<file path="config.mk">
export PLATFORM = sky130hd
export DESIGN_NAME = bru_bp
export DESIGN_NICKNAME = d
export VERILOG_FILES = /design/src/rtl/bru_bp.sv
export SDC_FILE = /design/constraint.sdc
export NUM_CORES = 1
export LEC_CHECK = 0
export CORE_AREA = 2 2 154 156
export CTS_CLUSTER_SIZE = 24
export DETAILED_ROUTE_END_ITERATION = 8
export DIE_AREA = 0 0 156 158
export GPL_TIMING_DRIVEN = 0
export PLACE_DENSITY = 0.77
export SETUP_SLACK_MARGIN = 0.05
export SLEW_MARGIN = 20
export SYNTH_ARGS = -nofsm -noshare
export SYNTH_HDL_FRONTEND = slang
export SYNTH_SLANG_ARGS = --single-unit
export TNS_END_PERCENT = 100
</file>
<file path="constraint.sdc">
create_clock -name i_clk -period 3.55 [get_ports i_clk]
set_input_delay 0.71 -clock i_clk [delete_from_list [all_inputs] [get_ports i_clk]]
set_output_delay 0.71 -clock i_clk [all_outputs]
set_load 0.03 [all_outputs]
</file>
<file path="src/rtl/bru_bp.sv">
// Branch resolution unit with a bimodal predictor. It resolves jal, jalr and conditional
// branches into a registered result, and it owns the 2-bit counter table that the IFU reads.
module bru_bp #(
   parameter int unsigned XLEN      = 32,
   parameter int unsigned BHT_DEPTH = 16,
   parameter logic [1:0]  CNT_INIT  = 2'b01
) (
   input  logic            i_clk,
   input  logic            i_rst,
   input  logic [XLEN-1:0] i_ifu_pc,
   output logic            o_bht_taken,
   input  logic            i_bru_valid,
   output logic            o_bru_ready,
   input  logic [XLEN-1:0] i_bru_pc,
   input  logic [XLEN-1:0] i_idu_imm,
   input  logic [XLEN-1:0] i_bru_rs1_data,
   input  logic [XLEN-1:0] i_bru_rs2_data,
   input  logic            i_idu_jal,
   input  logic            i_idu_jalr,
   input  logic            i_idu_brch,
   input  logic [2:0]      i_idu_funct3,
   input  logic            i_bru_pred_taken,
   input  logic            i_bru_flush,
   output logic            o_bru_valid,
   input  logic            i_bru_ready,
   output logic [XLEN-1:0] o_bru_next_pc,
   output logic [XLEN-1:0] o_bru_link,
   output logic            o_bru_taken,
   output logic            o_bru_redirect,
   output logic            o_bru_err
);

   localparam int unsigned IdxW = $clog2(BHT_DEPTH);

   logic [1:0]      bht_q [BHT_DEPTH];
   logic [1:0]      bht_d [BHT_DEPTH];
   logic [IdxW-1:0] rd_idx, wr_idx;

   logic            valid_q, valid_d;
   logic [XLEN-1:0] next_pc_q, link_q;
   logic            taken_q, redirect_q, err_q;

   logic            accept;
   logic            is_jal, is_jalr, is_brch;
   logic            cond, f3_illegal, br_taken, taken, redirect, err, bht_upd;
   logic [XLEN-1:0] pc_imm, rs1_imm, pc4, target;

   assign rd_idx      = i_ifu_pc[IdxW+1:2];
   assign wr_idx      = i_bru_pc[IdxW+1:2];
   assign o_bht_taken = bht_q[rd_idx][1];

   assign o_bru_ready = ~valid_q | i_bru_ready;
   assign accept      = i_bru_valid & o_bru_ready & ~i_bru_flush;

   // Decode flags are made mutually exclusive so that jal > jalr > brch holds everywhere.
   assign is_jal  = i_idu_jal;
   assign is_jalr = ~i_idu_jal & i_idu_jalr;
   assign is_brch = ~i_idu_jal & ~i_idu_jalr & i_idu_brch;

   always_comb begin
      cond       = 1'b0;
      f3_illegal = 1'b0;
      case (i_idu_funct3)
         3'b000:  cond = (i_bru_rs1_data == i_bru_rs2_data);
         3'b001:  cond = (i_bru_rs1_data != i_bru_rs2_data);
         3'b100:  cond = ($signed(i_bru_rs1_data) <  $signed(i_bru_rs2_data));
         3'b101:  cond = ($signed(i_bru_rs1_data) >= $signed(i_bru_rs2_data));
         3'b110:  cond = (i_bru_rs1_data <  i_bru_rs2_data);
         3'b111:  cond = (i_bru_rs1_data >= i_bru_rs2_data);
         default: f3_illegal = 1'b1;
      endcase
   end

   assign pc_imm   = i_bru_pc + i_idu_imm;
   assign rs1_imm  = i_bru_rs1_data + i_idu_imm;
   assign pc4      = i_bru_pc + XLEN'(4);
   assign br_taken = is_brch & cond;
   assign taken    = is_jal | is_jalr | br_taken;

   always_comb begin
      target = pc4;
      if (is_jal)        target = pc_imm;
      else if (is_jalr)  target = {rs1_imm[XLEN-1:1], 1'b0};
      else if (br_taken) target = pc_imm;
   end

   // Unconditional jumps are not predicted, so the IFU always has to be steered to them.
   assign redirect = (is_jal | is_jalr) ? 1'b1 :
                     is_brch            ? (taken ^ i_bru_pred_taken) : i_bru_pred_taken;
   assign err      = (is_brch & f3_illegal) | (taken & target[1]);
   assign bht_upd  = accept & is_brch & ~f3_illegal;

   always_comb begin
      bht_d = bht_q;
      if (bht_upd) begin
         if (br_taken && bht_q[wr_idx] != 2'b11)      bht_d[wr_idx] = bht_q[wr_idx] + 2'b01;
         else if (!br_taken && bht_q[wr_idx] != 2'b00) bht_d[wr_idx] = bht_q[wr_idx] - 2'b01;
      end
   end

   always_comb begin
      valid_d = valid_q;
      if (i_bru_flush)      valid_d = 1'b0;
      else if (accept)      valid_d = 1'b1;
      else if (i_bru_ready) valid_d = 1'b0;
   end

   always_ff @(posedge i_clk) begin
      if (i_rst) begin
         for (int i = 0; i < BHT_DEPTH; i++) bht_q[i] <= CNT_INIT;
         valid_q    <= 1'b0;
         next_pc_q  <= '0;
         link_q     <= '0;
         taken_q    <= 1'b0;
         redirect_q <= 1'b0;
         err_q      <= 1'b0;
      end else begin
         bht_q   <= bht_d;
         valid_q <= valid_d;
         if (accept) begin
            next_pc_q  <= target;
            link_q     <= pc4;
            taken_q    <= taken;
            redirect_q <= redirect;
            err_q      <= err;
         end
      end
   end

   assign o_bru_valid    = valid_q;
   assign o_bru_next_pc  = next_pc_q;
   assign o_bru_link     = link_q;
   assign o_bru_taken    = taken_q;
   assign o_bru_redirect = redirect_q;
   assign o_bru_err      = err_q;

endmodule

</file>
==> run_results.csv, run 1 <==
group,metric,value,unit
status,status,"finished clean",
grt,grt_use_total,28.3,%
placement,io_buffers,211,
drt,wl_per_cell,21.4,µm
drt,drtIter0Drc,908,
critical_path,cp_max_fo,5,
logic_synthesis,ys_seq_area_share,22.2,%
timing,clock_skew,0.00784,ns
logic_synthesis,yosys_warnings,0,
critical_path,cp_slowest_cell,"or3_4",
hold_path,hold_class,"reg -> reg",
critical_path,r2r_slack,0.57,ns
placement,detailed_place_hpwl,27.0,mm
floorplan,start_util,39.1,%
timing,holdWs,0.465,ns
grt,overflow,0,
floorplan,rows,56,
job,maxCapViolations,0,
cts,clk_path_buf_depth,2,
cts,root_buffer,"clkbuf_16",
cts,numCtsBuffers,9,
critical_path,cp.arrival,3.83,ns
drt,route.detailed.drc,0,
grt,antenna_found_initial,2,
logic_synthesis,syn_avg_cell_area,7.98,µm²
floorplan,dieArea,0.0246,mm²
timing,hold_viol,0,
timing,finalSetupViolCount,0,
cells_and_area,layout-drive-gt1-share,21.3,%
floorplan,die_h,158,µm
drt,antenna_left,0,
logic_synthesis,ys_top_cells_by_area,"dfxtp_1, ha_1, nand2_1",
placement,place_area,0.0115,mm²
logic_synthesis,yosysTopAreaCell,"dfxtp_1",
floorplan,design.core.area,0.0231,mm²
timing,relSlewSlack,42.6,%
timing,rsz0062_at_grt,"yes",
logic_synthesis,syn_area,0.00901,mm²
floorplan,io_pins,242,
critical_path,cpMostUsedCell,"or3_4",
timing,tightest_slew,0.861,ns
cells_and_area,syn2layout_area_growth,48.1,%
grt,grt_pass1_vias,10027,
logic_synthesis,syn_nets,1403,
cts,clkSinkCount,100,
cts,cts_hold_buf,0,
placement,place_inst,1631,
cts,cts_tree,"built",
critical_path,end_kind,"flip-flop",
cts,htreeDepth,3,
power_and_ir_drop,p_leak,0.00556,µW
critical_path,crit_path_max_incr_delay,0.48,ns
logic_synthesis,syn_inst,1130,
placement,place_congestion,0.959,
floorplan,fp.dieW,156,µm
critical_path,crit_chain,"buf_6 > inv_4 > ha_4 > nand4_1 > or3_4 > or4_4 > o211ai_1 > a211oi_2 > a211o_2 > o21a_4 > buf_8 > or3_4 > a21oi_2",
power_and_ir_drop,p_per_area,300,mW/mm²
timing,maxSlewViolCount,0,
power_and_ir_drop,vdd_drop_max,0.379,mV
logic_synthesis,synth.top_cell.area_share,22.2,%
drt,drt_wl_total,36.5,mm
drt,num_vias,10265,
grt,grt_pass1_wl,54.0,mm
logic_synthesis,postSynth.asyncResetShare,0,%
cts,clk_latency,0.35,ns
timing,max_freq,282,MHz
logic_synthesis,ys_ff_latch,100,
cells_and_area,fin_nets,1679,
logic_synthesis,synth-edff-count,0,
grt,grt_max_degree,18,
timing,fin_setup_tns,0,ns
cts,path_clk_slew,0.07,ns
critical_path,critPathLaunchType,"primary input",
cells_and_area,fin_area,0.0133,mm²
logic_synthesis,synth.distinct_cells,69,
drt,firstDrtPassIters,5,
cells_and_area,fin_cells,1703,
critical_path,required,3.83,ns
timing,final.min_clock_period,3.55,ns
logic_synthesis,ys.flop_type,"dfxtp_1",
critical_path,critPathKind,"in -> reg",
drt,vias_per_cell,6.03,
timing,post-route-period-util,99.9,%
critical path, delay by kind of cell:
| kind | cells | cell delay [ns] |
|---|---|---|
| AOI/OAI and AO/OA | 5 | 1.08 |
| adders and majority gates | 1 | 0.25 |
| buffers and inverters | 3 | 0.24 |
| and+or+nand+nor | 4 | 1.52 |
per-stage QoR:
| stage | worst slack, ns | utilization [%] | total power [µW] |
|---|---|---|---|
| 6_report | 0.00208 | 57.9 | 4000 |
| 5_1_grt | -0.0684 | 57.9 | 4160 |
| 4_1_cts | 0.0147 | 55.2 | 3840 |
| 3_5_place_dp | -1.32 | 49.8 | 2670 |
| 3_3_place_gp | -1.28 | 49.8 | 2650 |
| 2_1_floorplan | 0.0893 | - | 2090 |
cells in the mapped netlist (27+ instances only):
cell type,instances
nand2_1,114
dfxtp_1,100
ha_1,99
nor2_1,95
a21oi_1,84
o21ai_0,73
inv_1,62
xnor2_1,48
mux2i_1,37
a211oi_1,34
a21o_1,32
clkbuf_1,31
xor2_1,31
nand4_1,27
power breakdown:
part | internal [µW] | total (µW) | switching (µW)
Combinational | 766 | 1720 | 955
Clock | 575 | 1060 | 482
Sequential | 1180 | 1230 | 48.6
cell families after synthesis:
| family | Yosys count | share of synthesized area (%) |
|---|---|---|
| xor gates and xnor gates | 79 | 7.68 |
| and+or+nand+nor | 346 | 18.1 |
| DFF | 100 | 22.2 |
| muxes | 55 | 8.23 |
| AOI/OAI and AO/OA | 343 | 25.1 |
| adders and majority gates | 101 | 14.2 |
| buffers and inverters | 106 | 4.55 |
cell usage in the layout, fill, tap and decap left out, types with 8 or more instances in the layout:
| master | instances |
|---|---|
| o21a_1 | 8 |
| ha_1 | 60 |
| xor2_1 | 30 |
| clkdlybuf4s50_1 | 131 |
| nor2_1 | 93 |
| buf_6 | 32 |
| inv_2 | 28 |
| buf_4 | 47 |
| nor2b_1 | 9 |
| inv_1 | 32 |
| nand4_1 | 27 |
| ha_4 | 36 |
| nor3_1 | 22 |
| nand2_1 | 111 |
| dlymetal6s2s_1 | 16 |
| mux4_2 | 14 |
| and3_1 | 9 |
| clkbuf_16 | 10 |
| clkdlybuf4s15_1 | 10 |
| o21ai_1 | 10 |
| a21o_1 | 32 |
| dfxtp_1 | 100 |
| o21ai_0 | 57 |
| dlygate4sd2_1 | 12 |
| xnor2_1 | 48 |
| nand3_1 | 15 |
| a211oi_1 | 29 |
| o211ai_1 | 9 |
| mux2i_1 | 36 |
| a21oi_1 | 78 |
| clkbuf_1 | 27 |
| clkbuf_2 | 11 |
| a31oi_1 | 10 |
layer usage:
layer	share of wire, %	global-route usage (%)	vias to the layer above
li1	-	-	4736
met1	38	34.5	4823
met2	47	47.7	560
met3	8.6	5.45	146
met4	6.2	13.9	0
met5	0	0	-
final timing paths:
kind                                    startpoint                end  cells after the start
worst min-delay path                 o_bru_link[1]      o_bru_link[1]                      2
worst max register to register         o_bru_valid   o_bru_next_pc[0]                      6
worst min register to register       o_bru_link[1]      o_bru_link[1]                      2
worst max-delay path            i_bru_rs2_data[14]  o_bru_next_pc[14]                     13
cell type report:
class,instances,area (µm²)
inverters,62,238
diodes,2,5.00
multi-input cells,925,7640
flip-flops and latches,100,2000
repair buffers,265,2540
clock inverters,6,71.3
well taps,290,363
plain buffers,43,248
fillers,1953,9710
clock buffers,10,239
repair_timing:
| item | CTS | global route |
|---|---|---|
| endpoints found under the hold margin | 0 | 0 |
| endpoints found under the setup margin | 77 | 72 |
| gates cloned | 4 | 0 |
| buffers inserted | 37 | 16 |
| resized for setup | 299 | 162 |
| pin swaps | 55 | 73 |
Note: power is estimated with default switching activity, not from simulation.
==> inputs of run 2 (changes only) <==
CTS_BUF_LIST = sky130_fd_sc_hd__clkbuf_8 sky130_fd_sc_hd__clkbuf_16   (was unset)
==> results of run 2 <==
The final DEF is identical to that of run 1; final timing and power are the same.
==> inputs of run 3 (changes only) <==
CTS_CLUSTER_DIAMETER = 200   (was unset)
GPL_ROUTABILITY_DRIVEN = 0   (was unset)
==> run 3 against run 2 <==
Net effect: the run now ends with negative setup slack left; fmax fell by 1.7%; hold slack got worse by 0.011 ns; non-clock buffer count rose by 8; sequential power barely moved.
==> run_results.csv, run 3 (same netlist as run 1, synthesis figures left out) <==
group,metric,value,unit
cts,clkSinkCount,100,
timing,relSlewSlack,42.3,%
cells_and_area,syn2layout_area_growth,46.0,%
drt,vias_per_cell,6.11,
placement,io_buffers,211,
critical_path,cp.arrival,3.90,ns
cells_and_area,fin_cells,1709,
grt,grt_use_total,27.8,%
critical_path,critPathTopFamily,"simple AND/OR/NAND/NOR gates",
power_and_ir_drop,p_leak,0.00551,µW
critical_path,critPathBufInv,2,
placement,place_area,0.0115,mm²
power_and_ir_drop,power,3950,µW
cts,cts_tree,"built",
status,status,"complete, but fails checks",
critical_path,r2r_slack,0.59,ns
timing,rsz0062_at_grt,"yes",
cts,clk_path_buf_depth,2,
grt,antenna_found_initial,2,
drt,drtIter0Drc,1133,
floorplan,design.core.area,0.0231,mm²
status,violations,"negative setup slack",
timing,final.min_clock_period,3.61,ns
cells_and_area,layout-drive-gt1-share,22.2,%
critical_path,end_kind,"flip-flop",
cts,clk_latency,0.36,ns
floorplan,rows,56,
drt,wl_per_cell,21.2,µm
critical_path,cp_max_fo,5,
hold_path,hold_class,"reg -> reg",
timing,finalSetupViolCount,6,
floorplan,start_util,39.1,%
timing,max_freq,277,MHz
drt,firstDrtPassIters,8,
critical_path,required,3.84,ns
drt,route.detailed.drc,0,
timing,hold_viol,0,
drt,drt_wl_total,36.2,mm
power_and_ir_drop,vdd_drop_max,0.207,mV
timing,clock_skew,0.00817,ns
timing,tightest_slew,0.866,ns
floorplan,die_h,158,µm
critical_path,cpMostUsedCell,"or3_4",
floorplan,fp.dieW,156,µm
critical_path,crit_path_max_incr_delay,0.49,ns
placement,detailed_place_hpwl,26.6,mm
floorplan,dieArea,0.0246,mm²
critical_path,cp_slowest_cell,"or3_4",
cts,numCtsBuffers,9,
cts,htreeDepth,3,
critical_path,crit_chain,"buf_6 > ha_4 > nand4_1 > or3_4 > or4_4 > o211ai_1 > a211oi_2 > a211o_2 > o21a_4 > buf_8 > or3_4 > a21oi_2",
timing,maxSlewViolCount,0,
cells_and_area,final_cell_mix,"clkdlybuf4s50_1, nand2_1, dfxtp_1, nor2_1, a21oi_1",
cts,path_clk_slew,0.07,ns
timing,post-route-period-util,102,%
timing,fin_ws,-0.0602,ns
critical_path,critPathKind,"in -> reg",
drt,num_vias,10436,
cells_and_area,layout_commonest_cell,"clkdlybuf4s50_1",
job,maxCapViolations,0,
critical_path,critPathLaunchType,"primary input",
grt,overflow,0,
cts,root_buffer,"clkbuf_16",
placement,place_inst,1631,
cells_and_area,fin_nets,1687,
drt,antenna_left,0,
grt,grt_pass1_vias,9998,
power_and_ir_drop,p_per_area,300,mW/mm²
cells_and_area,fin_area,0.0132,mm²
floorplan,io_pins,242,
grt,grt_pass1_wl,53.3,mm
grt,grt_max_degree,17,
==> run 3: layout make-up <==
type                    instances  area (µm²)
clock inverters                 6        65.1
repair buffers                273        2450
diodes                          1        2.50
plain buffers                  43         245
multi-input cells             925        7570
well taps                     290         363
flip-flops and latches        100        2000
clock buffers                   9         225
fillers                      1940        9890
inverters                      62         235
==> run 3: per-stage QoR <==
step / utilization, % / worst slack [ns] / TNS (ns) / hold WS [ns]
after floorplan: - / 0.0893 / 0 / 0.441
after global placement: 49.8 / -1.29 / -69.31 / 0.444
after detailed placement: 49.8 / -1.37 / -76.38 / 0.448
after CTS: 55.0 / 0.0500 / 0 / 0.457
after global routing: 57.1 / -0.0512 / -0.144 / 0.479
final: 57.1 / -0.0602 / -0.120 / 0.455
==> run 3: report_power, final <==
part	switching (µW)	internal, µW
Clock	469	545
Combinational	951	761
Sequential	47.4	1180
Total	1470	2480
==> run 3: routing by layer <==
layer	routed length (µm)	GRT usage [%]	vias to the layer above
met2	16900	47.0	632
met5	0	0	-
met1	13600	33.4	4887
met4	2250	14.3	0
met3	3430	5.86	156
li1	-	-	4761
==> run 3: path summary, 6_finish.rpt <==
| check | cells past startpoint | from | endpoint |
|---|---|---|---|
| worst min register to register | 2 | o_bru_link[0] | o_bru_link[0] |
| worst max-delay path | 12 | i_bru_rs1_data[15] | o_bru_next_pc[14] |
| worst min-delay path | 2 | o_bru_link[0] | o_bru_link[0] |
| worst max register to register | 6 | o_bru_valid | o_bru_next_pc[2] |
==> run 3: what timing repair did <==
item	CTS	global route
pin swaps	43	72
hold endpoints to repair	0	0
hold buffers	0	0
resized for setup	289	136
gates cloned	2	0
endpoints found under the setup margin	76	63
buffers inserted	34	29
==> run 3: tightest hold or removal path, delay by kind of cell, from the launching register on <==
kind	cells	cell delay [ns]
flops	1	0.31
simple gates	1	0.05
compound gates	1	0.05
==> RTL edit 1 (flow settings as in run 3) <==
Change the parameter `BHT_DEPTH` from 16 to 8.
--- a/src/rtl/bru_bp.sv
+++ b/src/rtl/bru_bp.sv
@@ -2,7 +2,7 @@
 // branches into a registered result, and it owns the 2-bit counter table that the IFU reads.
 module bru_bp #(
    parameter int unsigned XLEN      = 32,
-   parameter int unsigned BHT_DEPTH = 16,
+   parameter int unsigned BHT_DEPTH = 8,
    parameter logic [1:0]  CNT_INIT  = 2'b01
 ) (
    input  logic            i_clk,
Function: changed (a bounded check fails within 4 cycles, from zero or initial values and one cycle with i_rst high).
==> RTL edit 1 against run 3 <==
The flow still finishes with violations (setup timing); first-iteration DRC count shrank 15%; maximum frequency fell by 2.3%; cell area decreased by 4.5%; sequential cell count fell by 16; routed wire length decreased by 5.6%; power decreased by 4.8%; area after synthesis down 7.8%; setup slack worse by 0.085 ns; die area is the same; critical path type unchanged.
==> RTL edit 1: results (changes against run 3) <==
| Metric | Value |
|---|---|
| Status | `complete, but fails checks (unchanged)` |
| First-pass GRT wire length | `50090 um (was 53300 um)` |
| VDD IR max | `0.2932 mV (was 0.2071 mV)` |
| Pre-CTS setup slack | `-1.413 ns (was -1.374 ns)` |
| Gate Count Post-Synth | `1080 (was 1130)` |
| Vias per cell | `5.921 (was 6.106)` |
| Finished Layout Cells | `1631 (was 1709)` |
| DP HPWL | `25560 um (was 26570 um)` |
| Max_slew headroom | `0.3685 (was 0.4228)` |
| Met2 GRT Util | `0.4545 (was 0.4697)` |
| Port bufs | `209 (was 211)` |
| Setup Skew | `0.01226 ns (was 0.008167 ns)` |
| Initial antenna violation count | `0 (was 2)` |
| Setup-failing EPs final | `39 (was 6)` |
| Mux cell area share after synthesis | `0.03311 (was 0.08230)` |
| CP delay by family, top | `compound AO/OA/AOI/OAI gates (was simple AND/OR/NAND/NOR gates)` |
| DRT iter0 DRCs | `960 (was 1133)` |
| Syn nets | `1350 (was 1403)` |
| Worst EP arrival | `3.91 ns (was 3.90 ns)` |
| GR Util met3 | `0.04845 (was 0.05858)` |
| Failing checks | `setup timing (unchanged)` |
| Top cells by count, synth | `nor2_1, ha_1, dfxtp_1, nand2_1, a21oi_1 (was nand2_1, dfxtp_1, ha_1, nor2_1, a21oi_1)` |
| Wire per inst | `20.93 um (was 21.16 um)` |
| DRT met1 WL | `13170 um (was 13590 um)` |
| Total Neg Setup Slack | `-2.903 ns (was -0.1198 ns)` |
| Lkg Pwr | `4.926 nW (was 5.505 nW)` |
| Wire length on met3 | `3240 um (was 3425 um)` |
| Area contributors post-synth | `dfxtp_1, ha_1, nor2_1 (was dfxtp_1, ha_1, nand2_1)` |
| Total Routing Usage GR | `0.2606 (was 0.2780)` |
| Compound-Gate Fraction of Synth Area | `0.2552 (was 0.2507)` |
| Setup ws final | `-0.1455 ns (was -0.06020 ns)` |
| Adder-Cell Fraction of Synth Area | `0.1493 (was 0.1418)` |
| Pin count of the biggest net entering global routing | `19 (was 17)` |
| CP peak stage delay | `0.58 ns (was 0.49 ns)` |
| Layout fillers | `1994 (was 1940)` |
| Diodes inserted | `0 (was 1)` |
| Synth unique cells | `71 (was 69)` |
| Placed Area | `10790 um2 (was 11490 um2)` |
| Synth Area in XOR/XNOR | `0.09270 (was 0.07675)` |
| Register area share after synthesis | `0.2023 (was 0.2221)` |
| Slowest CP cell | `or4_4 (was or3_4)` |
| WL met2 | `16170 um (was 16900 um)` |
RTL edit 1: cell families (layout without fill, tap and decap cells):
logic type	count (synthesis)	in the layout
compound gates	307	307
mux	24	24
simple gates	377	377
fa+ha+maj	98	98
xor+xnor	88	88
buf+inv	102	363
flops	84	84
RTL edit 1: power by group through the flow:
stage                     registers, mW  clock network [mW]  logic [mW]
after global placement             1.05                   0        1.42
after floorplan                    1.16                   0       0.777
after CTS                          1.03               0.960        1.64
final                              1.03               0.973        1.76
after global routing               1.04                1.01        1.87
after detailed placement           1.05                   0        1.44
RTL edit 1: path summary, 6_finish.rpt:
kind,slack (ns),cells past startpoint,endpoint,from
worst max register to register,0.68,8,o_bru_next_pc[4]$_SDFFE_PP0P_,o_bru_valid$_SDFFE_PP0P_
worst min-delay path,0.46,2,o_bru_link[0]$_SDFFE_PP0P_,o_bru_link[0]$_SDFFE_PP0P_
worst min register to register,0.46,2,o_bru_link[0]$_SDFFE_PP0P_,o_bru_link[0]$_SDFFE_PP0P_
worst max-delay path,-0.15,16,o_bru_next_pc[30]$_SDFFE_PP0P_,i_bru_rs2_data[31]
RTL edit 1: final cells by class:
cell class,count,area (um2),area share
Inverter,58,220.2,0.01752
Clock buffer,9,225.2,0.01792
Timing Repair Buffer,246,2375,0.1889
Clock inverter,7,78.83,0.006272
Tap cell,290,362.8,0.02887
Sequential cell,84,1682,0.1338
Buffer,43,250.2,0.01991
Multi-Input combinational cell,894,7375,0.5868
RTL edit 1: repair_timing:
| action | in CTS | in global routing |
|---|---|---|
| pin swaps | 91 | 60 |
| resized for setup | 337 | 77 |
| setup buffers | 32 | 13 |
| cloned | 4 | 1 |
| endpoints found under the setup margin | 51 | 50 |
==> RTL edit 2 (config.mk and constraints of run 3) <==
Without the edit above. Register the output `o_bru_err` once more, cleared by the reset; this adds one clock of latency there. The other outputs are not delayed to match.
--- a/src/rtl/bru_bp.sv
+++ b/src/rtl/bru_bp.sv
@@ -132,7 +132,13 @@
    assign o_bru_link     = link_q;
    assign o_bru_taken    = taken_q;
    assign o_bru_redirect = redirect_q;
-   assign o_bru_err      = err_q;
+   always_ff @(posedge i_clk) begin
+      if (i_rst) begin
+         o_bru_err <= '0;
+      end else begin
+         o_bru_err <= err_q;
+      end
+   end
 
 endmodule
 
Formal check against the unedited RTL: not equivalent (Yosys sat finds a counterexample within 4 cycles, from zero or initial values and one cycle with i_rst high).
==> RTL edit 2 against run 3 <==
The flow still finishes with violations (setup timing); area after synthesis up 6.1%; sequential cell count is 1 higher; combinational power down 4%; die area did not move; hold slack gained 0.0087 ns; cell area rose by 2.6%; routed wire length grew 2.0%; synthesized cell count is 6.5% higher; power grew 1.7%; global-route usage increased by 1.6 points; setup slack improved by 0.044 ns; first-iteration DRC count decreased by 14%; non-clock buffer count down 14; utilization is 1.5 points higher; highest routed layer unchanged.
==> RTL edit 2: results (changes against run 3) <==
| Metric | Value |
|---|---|
| Top cells by count, synth | `nor2_1, dfxtp_1, ha_1, a21oi_1, nand2_1 (was nand2_1, dfxtp_1, ha_1, nor2_1, a21oi_1)` |
| VDD IR max | `0.2656 mV (was 0.2071 mV)` |
| Total Neg Setup Slack | `-0.01598 ns (was -0.1198 ns)` |
| Reg2Reg Setup Slack | `0.79 ns (was 0.59 ns)` |
| DRT iter0 DRCs | `977 (was 1133)` |
| Register area share after synthesis | `0.2115 (was 0.2221)` |
| Main synth FF type | `dfxtp_1 (unchanged)` |
| Gate Count Post-Synth | `1204 (was 1130)` |
| Finished Layout Cells | `1760 (was 1709)` |
| Slowest CP cell | `or3_1 (was or3_4)` |
| Vias per cell | `6.123 (was 6.106)` |
| CP delay by family, top | `simple AND/OR/NAND/NOR gates (unchanged)` |
| Pre-antenna DRT Iters | `6 (was 8)` |
| FF-to-FF path depth | `8 (was 6)` |
| Wire per inst | `20.96 um (was 21.16 um)` |
| Status | `complete, but fails checks (unchanged)` |
| Synth Area in XOR/XNOR | `0.07694 (was 0.07675)` |
| Mux cell area share after synthesis | `0.09552 (was 0.08230)` |
| CP peak stage delay | `0.33 ns (was 0.49 ns)` |
| DP HPWL | `28030 um (was 26570 um)` |
| Failing checks | `setup timing (unchanged)` |
| Initial antenna violation count | `0 (was 2)` |
| Total Routing Usage GR | `0.2944 (was 0.2780)` |
| CP Launch Point | `i_bru_rs1_data[30] (was i_bru_rs1_data[15])` |
| Setup ws final | `-0.01598 ns (was -0.06020 ns)` |
| CTS buffer count | `9 (unchanged)` |
| Vias in the first global route | `10.58k (was 9998)` |
| Lkg Pwr | `5.465 nW (was 5.505 nW)` |
| Hold Path Origin | `o_bru_link[1]$_SDFFE_PP0P_ (was o_bru_link[0]$_SDFFE_PP0P_)` |
| Setup Skew | `0.009822 ns (was 0.008167 ns)` |
| Worst EP arrival | `3.84 ns (was 3.90 ns)` |
| Setup-failing EPs final | `1 (was 6)` |
| Area contributors post-synth | `dfxtp_1, ha_1, mux2i_1 (was dfxtp_1, ha_1, nand2_1)` |
| Port bufs | `212 (was 211)` |
| Final Net Count | `1737 (was 1687)` |
| Pre-CTS setup slack | `-1.108 ns (was -1.374 ns)` |
| First-pass GRT wire length | `56290 um (was 53300 um)` |
| Placed Area | `12050 um2 (was 11490 um2)` |
| Compound-Gate Fraction of Synth Area | `0.2416 (was 0.2507)` |
| Reg clk slew, reported paths | `approximately 0.080 ns` |
| CTS root buf | `clkbuf_16 (unchanged)` |
| R2r endpoint | `bht_q[27]$_SDFFE_PP0P_ (was o_bru_next_pc[2]$_SDFFE_PP0P_)` |
| Layout cell share with drive strength beyond 1 | `0.1634 (was 0.2221)` |
| Syn nets | `1477 (was 1403)` |
| Max_slew headroom | `0.4381 (was 0.4228)` |
| Worst flop-to-flop path startpoint | `bht_q[1]$_SDFFE_PP0P_ (was o_bru_valid$_SDFFE_PP0P_)` |
RTL edit 2: where the power goes:
part	switching, mW	internal [mW]	leakage, nW
Sequential	0.0523	1.19	0.827
Combinational	0.926	0.719	4.47
Clock	0.472	0.660	0.168
RTL edit 2: area by class of cell:
cell class | count | area, um2
plain buffers | 51 | 287.8
multi-input cells | 984 | 7850
repair buffers | 251 | 2389
diodes | 1 | 2.502
fillers | 1978 | 9557
well taps | 290 | 362.8
flip-flops and latches | 101 | 2022
clock inverters | 5 | 81.33
inverters | 66 | 247.7
clock buffers | 11 | 252.7
RTL edit 2: what timing repair did:
action | in CTS | in global routing
gates resized for setup | 197 | 105
pin swaps | 55 | 52
cloned | 3 | 0
endpoints found under the setup margin | 68 | 50
setup buffers | 27 | 9
RTL edit 2: per-layer routing:
layer	up-vias	wire length (um)	part of all wire	global-route usage
met1	5017	13930	0.38	0.3609
li1	4965	-	-	-
met5	-	0	0	0
met4	0	2226	0.060	0.1791
met3	151	3463	0.094	0.03696
met2	643	17280	0.47	0.4945
RTL edit 2: worst min path at each step:
stage,end,slack (ns)
after floorplan,o_bru_err$_SDFF_PP0_,0.43
after global placement,o_bru_link[0]$_SDFFE_PP0P_,0.45
after detailed placement,o_bru_link[1]$_SDFFE_PP0P_,0.46
after CTS,o_bru_link[1]$_SDFFE_PP0P_,0.47
after global routing,o_bru_link[0]$_SDFFE_PP0P_,0.48
final,o_bru_link[1]$_SDFFE_PP0P_,0.46
RTL edit 2: worst reg2reg max path: stages, from the launching register on:
cell and delay (ns):
dfxtp_1 0.37, mux4_2 0.50, mux4_2 0.53, ha_1 0.26, nand2b_1 0.21, a21oi_2 0.19
mux2i_2 0.27, buf_4 0.22, mux2i_1 0.09
